### config.mk
export PLATFORM = sky130hd
export DESIGN_NAME = fetch_unit_flat
export DESIGN_NICKNAME = d
export VERILOG_FILES = /design/src/rtl/core_defs.sv /design/src/rtl/fetch_unit_if.sv /design/src/rtl/fetch_unit_pc_next.sv /design/src/rtl/fetch_unit.sv /design/src/flat_wrapper.sv
export SDC_FILE = /design/constraint.sdc
export NUM_CORES = 1
export LEC_CHECK = 0
export ABC_AREA = 1
export CAP_MARGIN = 20
export CORE_MARGIN = 2
export CORE_UTILIZATION = 29
export DETAILED_ROUTE_END_ITERATION = 10
export PLACE_DENSITY = 0.54
export RECOVER_POWER = 100
export SETUP_SLACK_MARGIN = 0.02
export SLEW_MARGIN = 10
export SYNTH_ARGS = -nofsm -noshare
export SYNTH_HDL_FRONTEND = slang
export SYNTH_SLANG_ARGS = --single-unit
### constraint.sdc
create_clock -name clk -period 4.5 [get_ports clk]
set_clock_uncertainty 0.15 [all_clocks]
set_input_delay 0.9 -clock clk [delete_from_list [all_inputs] [get_ports clk]]
set_output_delay 0.9 -clock clk [all_outputs]
set_load 0.01 [all_outputs]
### src/rtl/core_defs.sv
// rtl/core_defs.sv - shared constants, fetch FSM states and PC source selects
package core_defs;
    localparam int XLEN = 32;
    localparam logic [XLEN-1:0] RESET_PC  = 32'h0000_0000;
    localparam logic [31:0]     NOP_INSTR = 32'h0000_0013;

    typedef enum logic [1:0] {
        IDLE  = 2'd0,
        FETCH = 2'd1,
        EXEC  = 2'd2,
        HALT  = 2'd3
    } fetch_state_t;

    typedef enum logic [1:0] {
        SEQ = 2'd0,
        REL = 2'd1,
        REG = 2'd2
    } pc_src_t;

    function automatic logic is_word_aligned(input logic [XLEN-1:0] addr);
        return addr[1:0] == 2'b00;
    endfunction
endpackage

### src/rtl/fetch_unit_if.sv
// rtl/fetch_unit_if.sv - instruction memory request/ack bus
interface fetch_unit_if;
    logic                       imem_req;
    logic [core_defs::XLEN-1:0] imem_addr;
    logic                       imem_ack;
    logic [31:0]                imem_rdata;

    modport master (output imem_req, imem_addr, input imem_ack, imem_rdata);
    modport slave  (input imem_req, imem_addr, output imem_ack, imem_rdata);
endinterface

### src/rtl/fetch_unit_pc_next.sv
// rtl/fetch_unit_pc_next.sv - combinational next-PC select and alignment check
module pc_next
    import core_defs::*;
(
    input  logic [XLEN-1:0] i_pc,
    input  logic [XLEN-1:0] i_imm_ext,
    input  logic [XLEN-1:0] i_rs1_data,
    input  logic            i_branch,
    input  logic            i_jump,
    input  logic            i_jalr,
    input  logic            i_zero,
    output logic [XLEN-1:0] o_next_pc,
    output logic [XLEN-1:0] o_pc_plus4,
    output logic            o_taken,
    output logic            o_misaligned
);
    logic [XLEN-1:0] w_rel_target;
    logic [XLEN-1:0] w_reg_sum;
    pc_src_t         w_src;

    assign o_pc_plus4   = i_pc + XLEN'(4);
    assign w_rel_target = i_pc + i_imm_ext;
    assign w_reg_sum    = i_rs1_data + i_imm_ext;
    assign o_taken      = (i_branch & i_zero) | i_jump;

    always_comb begin
        w_src = SEQ;
        if (o_taken) begin
            w_src = i_jalr ? REG : REL;
        end
    end

    // JALR drops bit 0 before the alignment check, so only bit 1 can fault it.
    always_comb begin
        o_next_pc = o_pc_plus4;
        case (w_src)
            REL:     o_next_pc = w_rel_target;
            REG:     o_next_pc = {w_reg_sum[XLEN-1:1], 1'b0};
            default: o_next_pc = o_pc_plus4;
        endcase
    end

    assign o_misaligned = o_taken & ~is_word_aligned(o_next_pc);
endmodule

### src/rtl/fetch_unit.sv
// rtl/fetch_unit.sv - PC owner, instruction fetch handshake and hold for decode
module fetch_unit
    import core_defs::*;
(
    input  logic              clk,
    input  logic              rst,
    input  logic              i_branch,
    input  logic              i_jump,
    input  logic              i_jalr,
    input  logic              i_zero,
    input  logic [XLEN-1:0]   i_imm_ext,
    input  logic [XLEN-1:0]   i_rs1_data,
    input  logic              i_stall,
    fetch_unit_if.master      imem,
    output logic [XLEN-1:0]   o_pc,
    output logic [XLEN-1:0]   o_pc_plus4,
    output logic [31:0]       o_instr,
    output logic              o_instr_valid,
    output logic              o_misalign_err
);
    fetch_state_t    r_state;
    fetch_state_t    w_next_state;
    logic [XLEN-1:0] r_pc;
    logic [31:0]     r_instr;
    logic            r_imem_req;
    logic            r_misalign_err;

    logic [XLEN-1:0] w_next_pc;
    logic            w_taken;
    logic            w_misaligned;
    logic            w_capture;
    logic            w_commit;
    logic            w_halt_set;
    logic            w_instr_valid;

    pc_next u_pc_next (
        .i_pc         (r_pc),
        .i_imm_ext    (i_imm_ext),
        .i_rs1_data   (i_rs1_data),
        .i_branch     (i_branch),
        .i_jump       (i_jump),
        .i_jalr       (i_jalr),
        .i_zero       (i_zero),
        .o_next_pc    (w_next_pc),
        .o_pc_plus4   (o_pc_plus4),
        .o_taken      (w_taken),
        .o_misaligned (w_misaligned)
    );

    always_ff @(posedge clk) begin
        if (rst) begin
            r_state <= IDLE;
        end else begin
            r_state <= w_next_state;
        end
    end

    always_comb begin
        w_next_state = r_state;
        case (r_state)
            IDLE:    w_next_state = FETCH;
            FETCH:   if (imem.imem_ack) w_next_state = EXEC;
            EXEC:    if (!i_stall) w_next_state = w_misaligned ? HALT : FETCH;
            HALT:    w_next_state = HALT;
            default: w_next_state = IDLE;
        endcase
    end

    always_comb begin
        w_capture     = 1'b0;
        w_commit      = 1'b0;
        w_halt_set    = 1'b0;
        w_instr_valid = 1'b0;
        case (r_state)
            FETCH: w_capture = imem.imem_ack;
            EXEC: begin
                w_instr_valid = 1'b1;
                w_commit      = ~i_stall & ~w_misaligned;
                w_halt_set    = ~i_stall & w_misaligned;
            end
            default: ;
        endcase
    end

    // Request is registered from the next state so it is high exactly in FETCH cycles.
    always_ff @(posedge clk) begin
        if (rst) begin
            r_pc           <= RESET_PC;
            r_instr        <= NOP_INSTR;
            r_imem_req     <= 1'b0;
            r_misalign_err <= 1'b0;
        end else begin
            r_imem_req <= (w_next_state == FETCH);
            if (w_capture)  r_instr        <= imem.imem_rdata;
            if (w_commit)   r_pc           <= w_next_pc;
            if (w_halt_set) r_misalign_err <= 1'b1;
        end
    end

    assign imem.imem_req  = r_imem_req;
    assign imem.imem_addr = r_pc;
    assign o_pc           = r_pc;
    assign o_instr        = r_instr;
    assign o_instr_valid  = w_instr_valid;
    assign o_misalign_err = r_misalign_err;
endmodule

### src/flat_wrapper.sv
// flat-port wrapper written by rule: the top's interface ports become plain ports
module fetch_unit_flat import core_defs::*;
  (clk, rst, i_branch, i_jump, i_jalr, i_zero, i_imm_ext, i_rs1_data, i_stall, o_pc, o_pc_plus4, o_instr, o_instr_valid, o_misalign_err, imem_imem_req, imem_imem_addr, imem_imem_ack, imem_imem_rdata);
  fetch_unit_if imem_i ();
  input  logic clk;
  input  logic rst;
  input  logic i_branch;
  input  logic i_jump;
  input  logic i_jalr;
  input  logic i_zero;
  input  logic [XLEN-1:0] i_imm_ext;
  input  logic [XLEN-1:0] i_rs1_data;
  input  logic i_stall;
  output logic [XLEN-1:0] o_pc;
  output logic [XLEN-1:0] o_pc_plus4;
  output logic [31:0] o_instr;
  output logic o_instr_valid;
  output logic o_misalign_err;
  output wire logic [$bits(imem_i.imem_req)-1:0] imem_imem_req;
  output wire logic [$bits(imem_i.imem_addr)-1:0] imem_imem_addr;
  input wire logic [$bits(imem_i.imem_ack)-1:0] imem_imem_ack;
  input wire logic [$bits(imem_i.imem_rdata)-1:0] imem_imem_rdata;
  assign imem_imem_req = imem_i.imem_req;
  assign imem_imem_addr = imem_i.imem_addr;
  assign imem_i.imem_ack = imem_imem_ack;
  assign imem_i.imem_rdata = imem_imem_rdata;
  fetch_unit u_core (.clk(clk), .rst(rst), .i_branch(i_branch), .i_jump(i_jump), .i_jalr(i_jalr), .i_zero(i_zero), .i_imm_ext(i_imm_ext), .i_rs1_data(i_rs1_data), .i_stall(i_stall), .imem(imem_i), .o_pc(o_pc), .o_pc_plus4(o_pc_plus4), .o_instr(o_instr), .o_instr_valid(o_instr_valid), .o_misalign_err(o_misalign_err));
endmodule
==> impl.org <==
** Logic synthesis
- Synth area leader :: nand2_1
- Simple-gate area share of the yosys netlist :: 0.468
- Number of register bits inferred by synthesis :: 68
- Synth Area per Inst :: 5.37 sq um
- Seq/Total Area, Yosys :: 0.154
- During synthesis, Yosys emitted a total of 0 warnings.
- Synth Area in XOR/XNOR :: 0.0208
- Synth Instances :: 1645
- Yosys mapped the design onto 42 distinct sky130hd cell types.
- The fraction of the mapped netlist area in compound gates is 0.0899.
- Post-synth top area share :: 0.251
- The cell area that synthesis handed to floorplanning was 8840 sq um.
- Of the total synthesized cell area, the portion taken by full adders, half adders and majority gates is 0.0923.
- The number of nets in the synthesized netlist is 1813.
- By area the synthesized netlist is led by nand2_1 (25%), dfxtp_1 (15%), inv_1 (13%).
- After synthesis, the largest family of logic cells by area is simple AND/OR/NAND/NOR gates.
- Fraction of synthesized area in multiplexers :: 0

** Global route
- Vias in the first global route :: 10200
- After global routing the overflow that remains totals 0.
- Initial antenna violation count :: 0
- Entering global routing, the biggest net connects 38 pins.
- Overall global routing resource usage :: 0.235
- The first global-routing pass estimated 56600 um of wire.

** Setup path
- CP endpoint kind :: output port
- Of all nets on the critical path, the largest fanout is 7.
- Among all stages on the critical path, the largest delay is contributed by dlygate4sd3_1.
- For the worst setup path, the data arrival time is 3.06 ns.
- Crit-path most repeated cell :: nand2_1
- Crit-path leading delay family :: buffers and inverters
- Data required time at the worst endpoint :: 3.45 ns
- Max incr delay on CP :: 0.66 ns
- The worst setup path is launched from a flip-flop.
- Cell-by-cell trace of the critical path :: clkbuf_1 > nand2_1 > nor2_1 > nand2_1 > nor3_1 > xor2_1 > dlygate4sd3_1
- Number of buffer and inverter instances along the worst setup path :: 2
- The setup path with the least slack is of type reg -> out.

** Floorplanning
- Die width :: 179 um
- Row count :: 63
- Ports :: 235
- The die covers 31900 sq um.
- After floorplanning, the core was sized to cover 29800 sq um.
- The floorplan step set the die height to 179 um.
- The initial utilization of the core area, before any placement, comes to 0.297.

** CTS
- The root buffer cell chosen for the clock tree is clkbuf_16.
- Counting every sink on the clock net gives 68.
- CTS Buf Count :: 9
- Clk Latency, worst-skew pair :: 0.35 ns
- TritonCTS built the clock tree.
- Buffers from clock root to sink, at most :: 2
- Number of buffers inserted for hold repair after clock tree synthesis :: 0
- Reg clk slew, reported paths :: 0.07 ns
- Post_cts resized :: 0
- Number of buffers inserted to repair setup after CTS :: 0
- Total number of H-tree levels :: 3

** STA
- The count of endpoints failing hold in the final timing report is 0.
- Max Clock Freq :: 0.243 GHz
- Setup violations remaining at the end of the flow were counted as 0.
- At the pin with the least slew margin, the transition time is 1.33 ns.
- Summed negative setup slack over all endpoints :: 0 ns
- In this run the tightest slew margin relative to its limit is 0.113.
- The number of pins exceeding their max-slew limit in the final report came to 0.
- Setup repair after global routing missed its margin :: false
- The worst path in the final design needs a cycle of 4.11 ns, including I/O delays and setup.
- Dividing the final minimum period by the clock period gives 0.913.

** Status
- Result of the run :: complete, no violations

** Hold path
- The tightest min-delay check is of the reg -> reg type.

** Finish
- Final core utilization :: 0.389
- The library cell used most frequently in the layout, excluding fill and tap cells, is nand2_1.
- The repair_antennas step left the layout with diodes totalling 0.
- Count of nets after finishing :: 2007
- Compared with the post-synthesis result, the final layout area differs by 31.1%.
- Most frequent cells in the layout :: nand2_1 (591), inv_1 (297), nor2_1 (177)
- Share of post-route cells with drive strength above 1 :: 0.0287

** Power and ir drop
- Power per cell area :: 194 nW/um^2
- The analysis attributes to cell leakage a power of 6.44 nW.
- Max rail drop VDD :: 0.167 mV

** Placement
- Detail Placement HPWL :: 31400 um
- Port buffer count :: 234
- Routability congestion estimate :: 0.910

** Route
- In the routed layout, each cell is associated on average with a via count of 4.74.
- Antenna-violating nets left :: 0
- The detailed router finished its first iteration with 793 violations.
- After detailed routing, the total wire length is 37600 um.
- Final routed wire length divided by cell count :: 16.8 um
- Vias after detailed routing :: 10600
- For this run, the detailed router's first-pass iteration total came to 5.
- Final routed DRC violation total :: 0

** Job
- Max-cap violations in this run came to 0.
## final timing paths
kind / from / endpoint / slack (ns) / cells past startpoint
worst min register to register: u_core.o_instr[1]$_SDFFE_PP1P_ / u_core.o_instr[1]$_SDFFE_PP1P_ / 0.31 / 2
worst max register to register: u_core.imem.imem_addr[0]$_SDFFE_PP0P_ / u_core.imem.imem_addr[22]$_SDFFE_PP0P_ / 1.64 / 10
worst max-delay path: u_core.imem.imem_addr[16]$_SDFFE_PP0P_ / o_pc_plus4[21] / 0.39 / 7
worst min-delay path: u_core.o_instr[1]$_SDFFE_PP1P_ / u_core.o_instr[1]$_SDFFE_PP1P_ / 0.31 / 2
## layout make-up
| cell class | instances | area [sq um] |
|---|---|---|
| sequential | 68 | 1360 |
| inverter | 299 | 1130 |
| clock inverter | 7 | 80.1 |
| multi-input combinational | 1217 | 5880 |
| clock buffer | 9 | 225 |
| fill | 3375 | 18200 |
| timing repair buffer | 244 | 2420 |
| tap | 390 | 488 |
## per-layer routing
layer	track usage	wire, um	part of all wire	vias to the layer above
met1	0.313	17100	0.45	4751
li1	-	-	-	5456
met3	0.0439	2710	0.072	46
met2	0.383	16800	0.45	333
met5	0	0	0	-
met4	0.0732	1000	0.027	0
## worst reg2reg max path: stages, from the launching register on
cell and delay, ns:
dfxtp_1 0.40, ha_1 0.24, fa_1 0.44, nand2_1 0.08
nand3_1 0.26, nor2_8 0.46, nand2_1 0.35, o21ai_0 0.18
nand3_1 0.11, nand2_1 0.07, inv_1 0.03
## metrics by stage
stage	worst slack, ns	hold slack (ns)	instance area (sq um)	std cells	power [mW]
5_1_grt	0.281	0.344	11600	2234	2.40
2_1_floorplan	1.77	0.341	8840	1645	1.16
4_1_cts	0.599	0.315	11600	2233	2.29
3_5_place_dp	0.854	0.297	11300	2217	1.52
6_report	0.393	0.307	11600	2234	2.25
3_3_place_gp	0.852	0.290	11300	2217	1.52
## Yosys cell counts
| master | count |
|---|---|
| nand2_1 | 591 |
| inv_1 | 297 |
| nor2_1 | 176 |
| nand3_1 | 138 |
| dfxtp_1 | 68 |
| a21oi_1 | 65 |
| ha_1 | 62 |
| o21ai_0 | 44 |
| buf_4 | 38 |
| nor3_1 | 21 |
| xor2_1 | 21 |
| or2_2 | 20 |
| nand4_1 | 14 |
| clkbuf_1 | 13 |
| a21oi_2 | 10 |
| nand3b_1 | 8 |
| a21boi_0 | 6 |
| and2_1 | 6 |
| buf_2 | 5 |
| nor2_2 | 4 |
| nor4_1 | 4 |
| o211ai_1 | 4 |
| o21bai_1 | 4 |
| o21ai_1 | 3 |
| a41oi_1 | 2 |
| buf_6 | 2 |
| fa_1 | 2 |
| nand2_2 | 2 |
| nor3_2 | 2 |
| a211oi_1 | 1 |
| a21o_1 | 1 |
| and3_1 | 1 |
| buf_1 | 1 |
| buf_12 | 1 |
| clkinv_1 | 1 |
| dlymetal6s2s_1 | 1 |
| inv_8 | 1 |
| nand3_2 | 1 |
| nand3_4 | 1 |
| nor2_4 | 1 |
| nor2_8 | 1 |
| o221ai_1 | 1 |
## where the power goes
group	switching, mW	leakage [nW]	internal, mW
Clock	0.321	0.143	0.438
Sequential	0.0325	0.555	0.635
Combinational	0.495	5.74	0.332
Total	0.849	6.44	1.40
## kinds of logic (layout without fill, tap and decap cells)
logic type                 Yosys count  in the layout
DFF                                 68             68
buffers and inverters              360            559
and+or+nand+nor                    991            991
xor gates and xnor gates            21             21
adders and majority gates           64             64
AOI/OAI and AO/OA                  141            141
## sequential cells by signal, indices dropped and copies added (netlist names)
signal,cells
u_core.imem.imem_addr,32
u_core.imem.imem_req,1
u_core.o_instr,32
u_core.o_misalign_err,1
u_core.r_state,2
Power figures use the tool's default switching activity.
